### src/rtl/instr_mem_ctrl.sv
// Runtime-loadable instruction memory for the IF stage: zero-fill on boot,
// program load over a write port, then registered fetch with freeze/flush.
module instr_mem_ctrl #(
   parameter int          DEPTH     = 64,
   parameter int          AW        = 32,
   parameter logic [31:0] FILL_WORD = 32'h0000_0000
) (
   input  logic          clk,
   input  logic          rst,
   input  logic          ld_en,
   input  logic [AW-1:0] ld_addr,
   input  logic [31:0]   ld_data,
   input  logic          ld_done,
   input  logic          fetch_req,
   input  logic [AW-1:0] PC,
   input  logic          freeze,
   input  logic          flush,
   output logic          ready,
   output logic [31:0]   Instruction,
   output logic          instr_valid,
   output logic          fault
);

   localparam int            IW         = $clog2(DEPTH);
   localparam logic [AW-1:0] BYTE_LIMIT = AW'(DEPTH * 4);

   typedef enum logic [1:0] {
      S_CLEAR,
      S_LOAD,
      S_RUN
   } state_e;

   state_e        state_q, state_d;
   logic [IW-1:0] cnt_q, cnt_d;

   logic [31:0]   mem [DEPTH];
   logic          mem_we;
   logic [IW-1:0] mem_waddr;
   logic [31:0]   mem_wdata;

   logic [31:0]   instr_q, instr_d;
   logic          valid_q, valid_d;
   logic          fault_q, fault_d;

   logic [IW-1:0] pc_idx;
   logic [IW-1:0] ld_idx;
   logic          pc_bad;
   logic          ld_in_range;

   assign pc_idx      = PC[IW+1:2];
   assign ld_idx      = ld_addr[IW+1:2];
   assign pc_bad      = (PC >= BYTE_LIMIT) || (PC[1:0] != 2'b00);
   assign ld_in_range = (ld_addr < BYTE_LIMIT);

   // NOTE: sequential state uses non-blocking assignments so every flop samples pre-edge values.
   always_ff @(posedge clk or negedge rst) begin
      if (!rst) begin
         state_q <= S_CLEAR;
         cnt_q   <= '0;
      end else begin
         state_q <= state_d;
         cnt_q   <= cnt_d;
      end
   end

   // NOTE: every combinational output gets a default first, so no path infers a latch.
   always_comb begin
      state_d = state_q;
      cnt_d   = cnt_q;
      case (state_q)
         S_CLEAR: begin
            cnt_d = cnt_q + IW'(1);
            if (cnt_q == IW'(DEPTH - 1)) state_d = S_LOAD;
         end
         S_LOAD: begin
            if (ld_done) state_d = S_RUN;
         end
         S_RUN:   state_d = S_RUN;
         default: state_d = S_CLEAR;
      endcase
   end

   always_comb begin
      ready     = 1'b0;
      mem_we    = 1'b0;
      mem_waddr = cnt_q;
      mem_wdata = FILL_WORD;
      case (state_q)
         S_CLEAR: mem_we = 1'b1;
         S_LOAD: begin
            mem_we    = ld_en && ld_in_range;
            mem_waddr = ld_idx;
            mem_wdata = ld_data;
         end
         S_RUN:   ready = 1'b1;
         default: ready = 1'b0;
      endcase
   end

   // NOTE: the array has no reset; the CLEAR sweep initialises it so it maps onto block RAM.
   always_ff @(posedge clk) begin
      if (mem_we) mem[mem_waddr] <= mem_wdata;
   end

   // Flush beats freeze; freeze holds all three fetch outputs.
   always_comb begin
      instr_d = instr_q;
      valid_d = valid_q;
      fault_d = fault_q;
      if (state_q != S_RUN || flush) begin
         valid_d = 1'b0;
         fault_d = 1'b0;
      end else if (!freeze) begin
         if (fetch_req) begin
            valid_d = 1'b1;
            fault_d = pc_bad;
            instr_d = pc_bad ? FILL_WORD : mem[pc_idx];
         end else begin
            valid_d = 1'b0;
            fault_d = 1'b0;
         end
      end
   end

   always_ff @(posedge clk or negedge rst) begin
      if (!rst) begin
         instr_q <= FILL_WORD;
         valid_q <= 1'b0;
         fault_q <= 1'b0;
      end else begin
         instr_q <= instr_d;
         valid_q <= valid_d;
         fault_q <= fault_d;
      end
   end

   assign Instruction = instr_q;
   assign instr_valid = valid_q;
   assign fault       = fault_q;

endmodule

### config.mk
export PLATFORM = sky130hd
export DESIGN_NAME = instr_mem_ctrl
export DESIGN_NICKNAME = d
export VERILOG_FILES = /design/src/rtl/instr_mem_ctrl.sv
export SDC_FILE = /design/constraint.sdc
export NUM_CORES = 2
export LEC_CHECK = 0
export BUFFER_PORTS_ARGS = -buffer_cell sky130_fd_sc_hd__buf_2
export CAP_MARGIN = 15
export CORE_MARGIN = 5
export CORE_UTILIZATION = 50
export CTS_BUF_LIST = sky130_fd_sc_hd__clkbuf_16
export DETAILED_ROUTE_END_ITERATION = 10
export PLACE_DENSITY_LB_ADDON = 0.2
export SLEW_MARGIN = 20
export SYNTH_ARGS = -nofsm -noshare
export SYNTH_HDL_FRONTEND = slang
export SYNTH_SLANG_ARGS = --single-unit
### constraint.sdc
create_clock -name clk -period 8.23 [get_ports clk]
set_input_delay 0.4115 -clock clk [delete_from_list [all_inputs] [get_ports clk]]
set_output_delay 0.4115 -clock clk [all_outputs]
set_load 0.02 [all_outputs]
==> impl_results.html <==
<table>
<tr><th>Metric</th><th>Value</th></tr>
<tr><th colspan="2">Status</th></tr>
<tr><td>Run status</td><td>completed</td></tr>
<tr><th colspan="2">CTS</th></tr>
<tr><td>Clock input transition at the sequential cells of the worst setup and hold paths</td><td>0.05 ns</td></tr>
<tr><td>Maximum clock insertion buffer count</td><td>3</td></tr>
<tr><td>Num CTS Buffers</td><td>205</td></tr>
<tr><td>Total of hold buffers inserted after clock tree synthesis</td><td>5</td></tr>
<tr><td>Clock insertion delay at the later pin of the skew report</td><td>between 0.8 and 0.9 ns</td></tr>
<tr><td>H-tree Lvls</td><td>4</td></tr>
<tr><td>Root Buffer Master</td><td>sky130_fd_sc_hd__clkbuf_16</td></tr>
<tr><td>CTS tree</td><td>yes</td></tr>
<tr><td>Clock sink total</td><td>2,090</td></tr>
<tr><td>Post-cts resize count</td><td>0</td></tr>
<tr><td>Number of buffers inserted to repair setup after CTS</td><td>0</td></tr>
<tr><th colspan="2">Place</th></tr>
<tr><td>Final weighted congestion of routability-driven global placement</td><td>0.787</td></tr>
<tr><td>Setup slack at placement</td><td>3.75 ns</td></tr>
<tr><td>Detailed-placement wirelength estimate</td><td>between 100,000 and 150,000 µm</td></tr>
<tr><td>Port Buffer Count</td><td>about 140</td></tr>
<tr><td>Placed instance count</td><td>6,020</td></tr>
<tr><td>Placement-stage cell area</td><td>0.0851 mm²</td></tr>
<tr><th colspan="2">Drt</th></tr>
<tr><td>Remaining DRCs</td><td>0</td></tr>
<tr><td>Routed length per instance</td><td>31.3 µm</td></tr>
<tr><td>Vias/cell</td><td>6.15</td></tr>
<tr><td>Antenna viol nets, final</td><td>0</td></tr>
<tr><td>Initial drt markers</td><td>roughly 4.3k</td></tr>
<tr><td>Total detailed-routing wirelength</td><td>200,000 µm</td></tr>
<tr><td>Total number of vias</td><td>39.4k</td></tr>
<tr><td>Count of TritonRoute iterations in the first routing pass</td><td>6</td></tr>
<tr><th colspan="2">Synthesis</th></tr>
<tr><td>Leading area contributor after synthesis</td><td>sky130_fd_sc_hd__edfxtp_1</td></tr>
<tr><td>Synthesis Warnings</td><td>0</td></tr>
<tr><td>Count of flip-flops with a built-in enable after synthesis</td><td>just over 2k</td></tr>
<tr><td>Synthesized area divided by synthesized cell count</td><td>21.5 µm²</td></tr>
<tr><td>Synth Net Count</td><td>3,898</td></tr>
<tr><td>Sequential share of the synthesized area</td><td>76.9%</td></tr>
<tr><td>Top cell type's share of synthesized area</td><td>75.6%</td></tr>
<tr><td>Register bit total from synthesis</td><td>2,090</td></tr>
<tr><td>Synthesized cell area</td><td>about 0.081 mm²</td></tr>
<tr><td>Gate count of the mapped netlist</td><td>about 3.8k</td></tr>
<tr><td>Synth unique cells</td><td>58</td></tr>
<tr><td>FFs w/ async S/R, synth</td><td>2.01%</td></tr>
<tr><td>Prevailing post-synth register cell</td><td>sky130_fd_sc_hd__edfxtp_1</td></tr>
<tr><td>Synth top area cells</td><td>sky130_fd_sc_hd__edfxtp_1 76%, sky130_fd_sc_hd__mux4_2 12%, sky130_fd_sc_hd__mux2i_1 2.2%</td></tr>
<tr><th colspan="2">Worst setup path</th></tr>
<tr><td>Worst setup SP type</td><td>flop</td></tr>
<tr><td>Buffers &amp; Inverters on Critical Path</td><td>3</td></tr>
<tr><td>Slack of the worst reg-to-reg path</td><td>3.75 ns</td></tr>
<tr><td>Type of destination of the critical path</td><td>flop</td></tr>
<tr><td>Start point of the critical path</td><td>state_q[1]</td></tr>
<tr><td>Worst reg2reg path startpoint</td><td>state_q[1]</td></tr>
<tr><td>Peak fanout along the critical path</td><td>39</td></tr>
<tr><td>Crit path max-delay family</td><td>simple AND/OR/NAND/NOR gates</td></tr>
<tr><td>Cell-by-cell trace of the critical path</td><td>inv_1 &gt; ha_2 &gt; buf_4 &gt; mux2i_1 &gt; nand3_1 &gt; nor2_4 &gt; buf_4</td></tr>
<tr><td>Required time of the critical path</td><td>8.69 ns</td></tr>
<tr><td>Data arrival time at the worst-slack endpoint</td><td>4.93 ns</td></tr>
<tr><td>End of the worst register-to-register path</td><td>mem[38][14]</td></tr>
<tr><td>Start-to-end type of the worst setup path</td><td>flop to flop</td></tr>
<tr><td>Slowest stage cell on the critical path</td><td>sky130_fd_sc_hd__nor2_4</td></tr>
<tr><td>Worst reg2reg path depth</td><td>7</td></tr>
<tr><td>Worst stage delay on the critical path</td><td>1.00 ns</td></tr>
<tr><td>Most frequent cell on the critical path</td><td>sky130_fd_sc_hd__buf_4</td></tr>
<tr><th colspan="2">Global route</th></tr>
<tr><td>Largest net degree at the start of global routing</td><td>between 80 and 90</td></tr>
<tr><td>Met1 Resource Use GR</td><td>between 30 and 40%</td></tr>
<tr><td>Number of antenna violations at the first check in global routing</td><td>5</td></tr>
<tr><td>Most heavily used metal layer in global routing</td><td>met2</td></tr>
<tr><td>Met2 Resource Use GR</td><td>38.2%</td></tr>
<tr><td>First-pass GRT wire length</td><td>289,000 µm</td></tr>
<tr><td>Vias in the first global route</td><td>40.2k</td></tr>
<tr><td>Overall routing resource usage</td><td>23.7%</td></tr>
<tr><td>Residual overflow from global routing</td><td>0</td></tr>
<tr><td>GR Util met3</td><td>3.77%</td></tr>
<tr><th colspan="2">STA</th></tr>
<tr><td>Remaining max-slew budget at the tightest pin</td><td>22.1%</td></tr>
<tr><td>Largest clock skew in the final design</td><td>0.0316 ns</td></tr>
<tr><td>Final hold vios</td><td>0</td></tr>
<tr><td>Part of the cycle the worst path needs</td><td>54.4%</td></tr>
<tr><td>Unrepaired setup endpoints after global routing</td><td>false</td></tr>
<tr><td>Max Fclk</td><td>0.223 GHz</td></tr>
<tr><td>Minimum setup slack in the final design</td><td>3.75 ns</td></tr>
<tr><td>Summed negative setup slack over all endpoints</td><td>0 ns</td></tr>
<tr><td>Clock period minus worst slack</td><td>4.48 ns</td></tr>
<tr><td>Total of endpoints with negative setup slack in the final report</td><td>0</td></tr>
<tr><td>Transition at the pin with the smallest max-transition slack</td><td>1.17 ns</td></tr>
<tr><td>Number of max-slew violations in the final report</td><td>0</td></tr>
<tr><th colspan="2">Final layout</th></tr>
<tr><td>Leading cell type in the layout, fill and taps excluded</td><td>sky130_fd_sc_hd__edfxtp_1</td></tr>
<tr><td>Layout-stage area growth over the synthesis result</td><td>12.4%</td></tr>
<tr><td>Layout cells sized above 1</td><td>28.7%</td></tr>
<tr><td>Non-filler instance count after layout</td><td>6,408</td></tr>
<tr><td>Number of filler cells placed in the layout</td><td>12.1k</td></tr>
<tr><td>Design Area, Final</td><td>0.0914 mm²</td></tr>
<tr><td>Highest-count cells in the layout ignoring fill and taps</td><td>2,048 x sky130_fd_sc_hd__edfxtp_1, 416 x sky130_fd_sc_hd__mux4_2, 208 x sky130_fd_sc_hd__clkbuf_16, 181 x sky130_fd_sc_hd__mux2i_1, 149 x sky130_fd_sc_hd__mux2_2</td></tr>
<tr><td>Area taken by multi-input logic gates</td><td>0.0180 mm²</td></tr>
<tr><td>Register area</td><td>approximately 0.063 mm²</td></tr>
<tr><td>Post-layout nets</td><td>4,165</td></tr>
<tr><th colspan="2">Pwr</th></tr>
<tr><td>Power per cell area</td><td>approximately 230 mW/mm²</td></tr>
<tr><td>Leakage power</td><td>24.1 nW</td></tr>
<tr><td>Largest voltage drop on the vdd net</td><td>0.248 mV</td></tr>
<tr><th colspan="2">Floorplanning</th></tr>
<tr><td>Die width</td><td>413 µm</td></tr>
<tr><td>Count of standard-cell rows</td><td>around 150</td></tr>
<tr><td>Ports placed on the boundary</td><td>138</td></tr>
<tr><td>Core Region</td><td>0.162 mm²</td></tr>
<tr><td>Height of the die</td><td>roughly 410 µm</td></tr>
<tr><td>Full die area</td><td>0.171 mm²</td></tr>
<tr><td>Starting density of the core</td><td>about half</td></tr>
<tr><th colspan="2">Min path</th></tr>
<tr><td>Min-Delay Path Depth</td><td>3</td></tr>
<tr><td>Class of the worst hold path</td><td>input port to flop</td></tr>
<tr><td>Hold Crit Endpoint</td><td>state_q[0]</td></tr>
<tr><td>Hold path startpoint</td><td>ld_done</td></tr>
<tr><th colspan="2">Job</th></tr>
<tr><td>Max-cap violation count</td><td>0</td></tr>
</table>
[area by class of cell]
cell class                 instances  area share, %
tap                             2175           2.98
timing repair buffer             274           2.00
multi-input combinational       1480           19.7
inverter                           6         0.0246
antenna                            6         0.0164
clock inverter                   169           1.16
clock buffer                     208           5.69
sequential                      2090           68.4
[tightest hold or removal path, cell delays in order]
cell,delay (ns)
sky130_fd_sc_hd__buf_2,0.09
sky130_fd_sc_hd__o21ai_0,0.11
sky130_fd_sc_hd__mux2_2,0.24
[how the worst max path moves through the flow]
stage / to / slack [ns] / depth (start not counted)
after floorplan: mem[14][0] / 4.59 / 9
after global placement: mem[38][13] / 3.80 / 7
after detailed placement: mem[38][13] / 3.75 / 7
after CTS: mem[38][4] / 3.75 / 8
after global routing: mem[38][4] / 3.52 / 7
final: mem[38][14] / 3.75 / 7
[layer usage]
layer  part of all wire [%]  vias to the layer above
met4                    2.9                        4
li1                       -                    16463
met5                  0.013                        -
met1                     41                    21204
met2                     49                     1476
met3                    7.0                      277
[registers in the layout, summed over array words and instances, names as in the netlist]
signal	cells
Instruction	32
instr_valid	1
state_q	2
mem	2048
cnt_q	6
fault	1
[synth_stat cells, types with 5 or more instances]
master and instances:
sky130_fd_sc_hd__nand2b_1 9, sky130_fd_sc_hd__mux2_2 149, sky130_fd_sc_hd__buf_6 23, sky130_fd_sc_hd__buf_1 6
sky130_fd_sc_hd__mux4_2 416, sky130_fd_sc_hd__dfrtp_1 42, sky130_fd_sc_hd__inv_1 6, sky130_fd_sc_hd__a22oi_1 43
sky130_fd_sc_hd__mux2i_1 181, sky130_fd_sc_hd__o2111ai_1 23, sky130_fd_sc_hd__a211oi_1 40, sky130_fd_sc_hd__a21oi_1 23
sky130_fd_sc_hd__o221ai_1 20, sky130_fd_sc_hd__and2_1 32, sky130_fd_sc_hd__buf_4 59, sky130_fd_sc_hd__edfxtp_1 2048
sky130_fd_sc_hd__clkbuf_1 51, sky130_fd_sc_hd__buf_2 71, sky130_fd_sc_hd__nor3_1 26, sky130_fd_sc_hd__nand3_1 25
sky130_fd_sc_hd__nor2b_1 47, sky130_fd_sc_hd__ha_1 5, sky130_fd_sc_hd__a221oi_2 17, sky130_fd_sc_hd__a2111oi_0 20
sky130_fd_sc_hd__a22o_1 20, sky130_fd_sc_hd__nor2_1 84, sky130_fd_sc_hd__o31ai_1 22, sky130_fd_sc_hd__nand2_1 122
sky130_fd_sc_hd__a221oi_1 6, sky130_fd_sc_hd__nor4_1 10, sky130_fd_sc_hd__o22ai_1 41, sky130_fd_sc_hd__nand4_1 16
sky130_fd_sc_hd__o21ai_0 25, sky130_fd_sc_hd__o21ai_1 18
[cells by family (layout without fill, tap and decap cells)]
kind of cell | after synthesis | in the layout | synth area share, %
flip-flops | 2090 | 2090 | 76.9
multiplexers | 749 | 749 | 15.9
AND/OR/NAND/NOR | 385 | 385 | 2.27
AO/OA/AOI/OAI | 336 | 336 | 3.15
buffers and inverters | 220 | 657 | 1.67
adder cells (fa/ha/maj) | 5 | 5 | 0.0769
XOR/XNOR | 5 | 5 | 0.0538
other | 0 | 6 | 0
[per-stage QoR]
step	utilization (%)	total power, W	hold WS, ns
2_1_floorplan	-	0.0121	0.116
3_5_place_dp	52.4	0.0122	0.527
5_1_grt	56.4	0.0214	0.0643
6_report	56.4	0.0207	0.0726
3_3_place_gp	52.4	0.0122	0.521
4_1_cts	56.3	0.0209	0.0186
[report_power, final]
| group | internal, W | total (W) | leakage (nW) | switching (W) |
|---|---|---|---|---|
| clock network | 0.00487 | 0.00873 | 3.26 | 0.00386 |
| logic | 0.000182 | 0.000501 | 5.96 | 0.000319 |
| registers | 0.0115 | 0.0115 | 14.8 | 0 |
(Power assumes the default switching activity.)
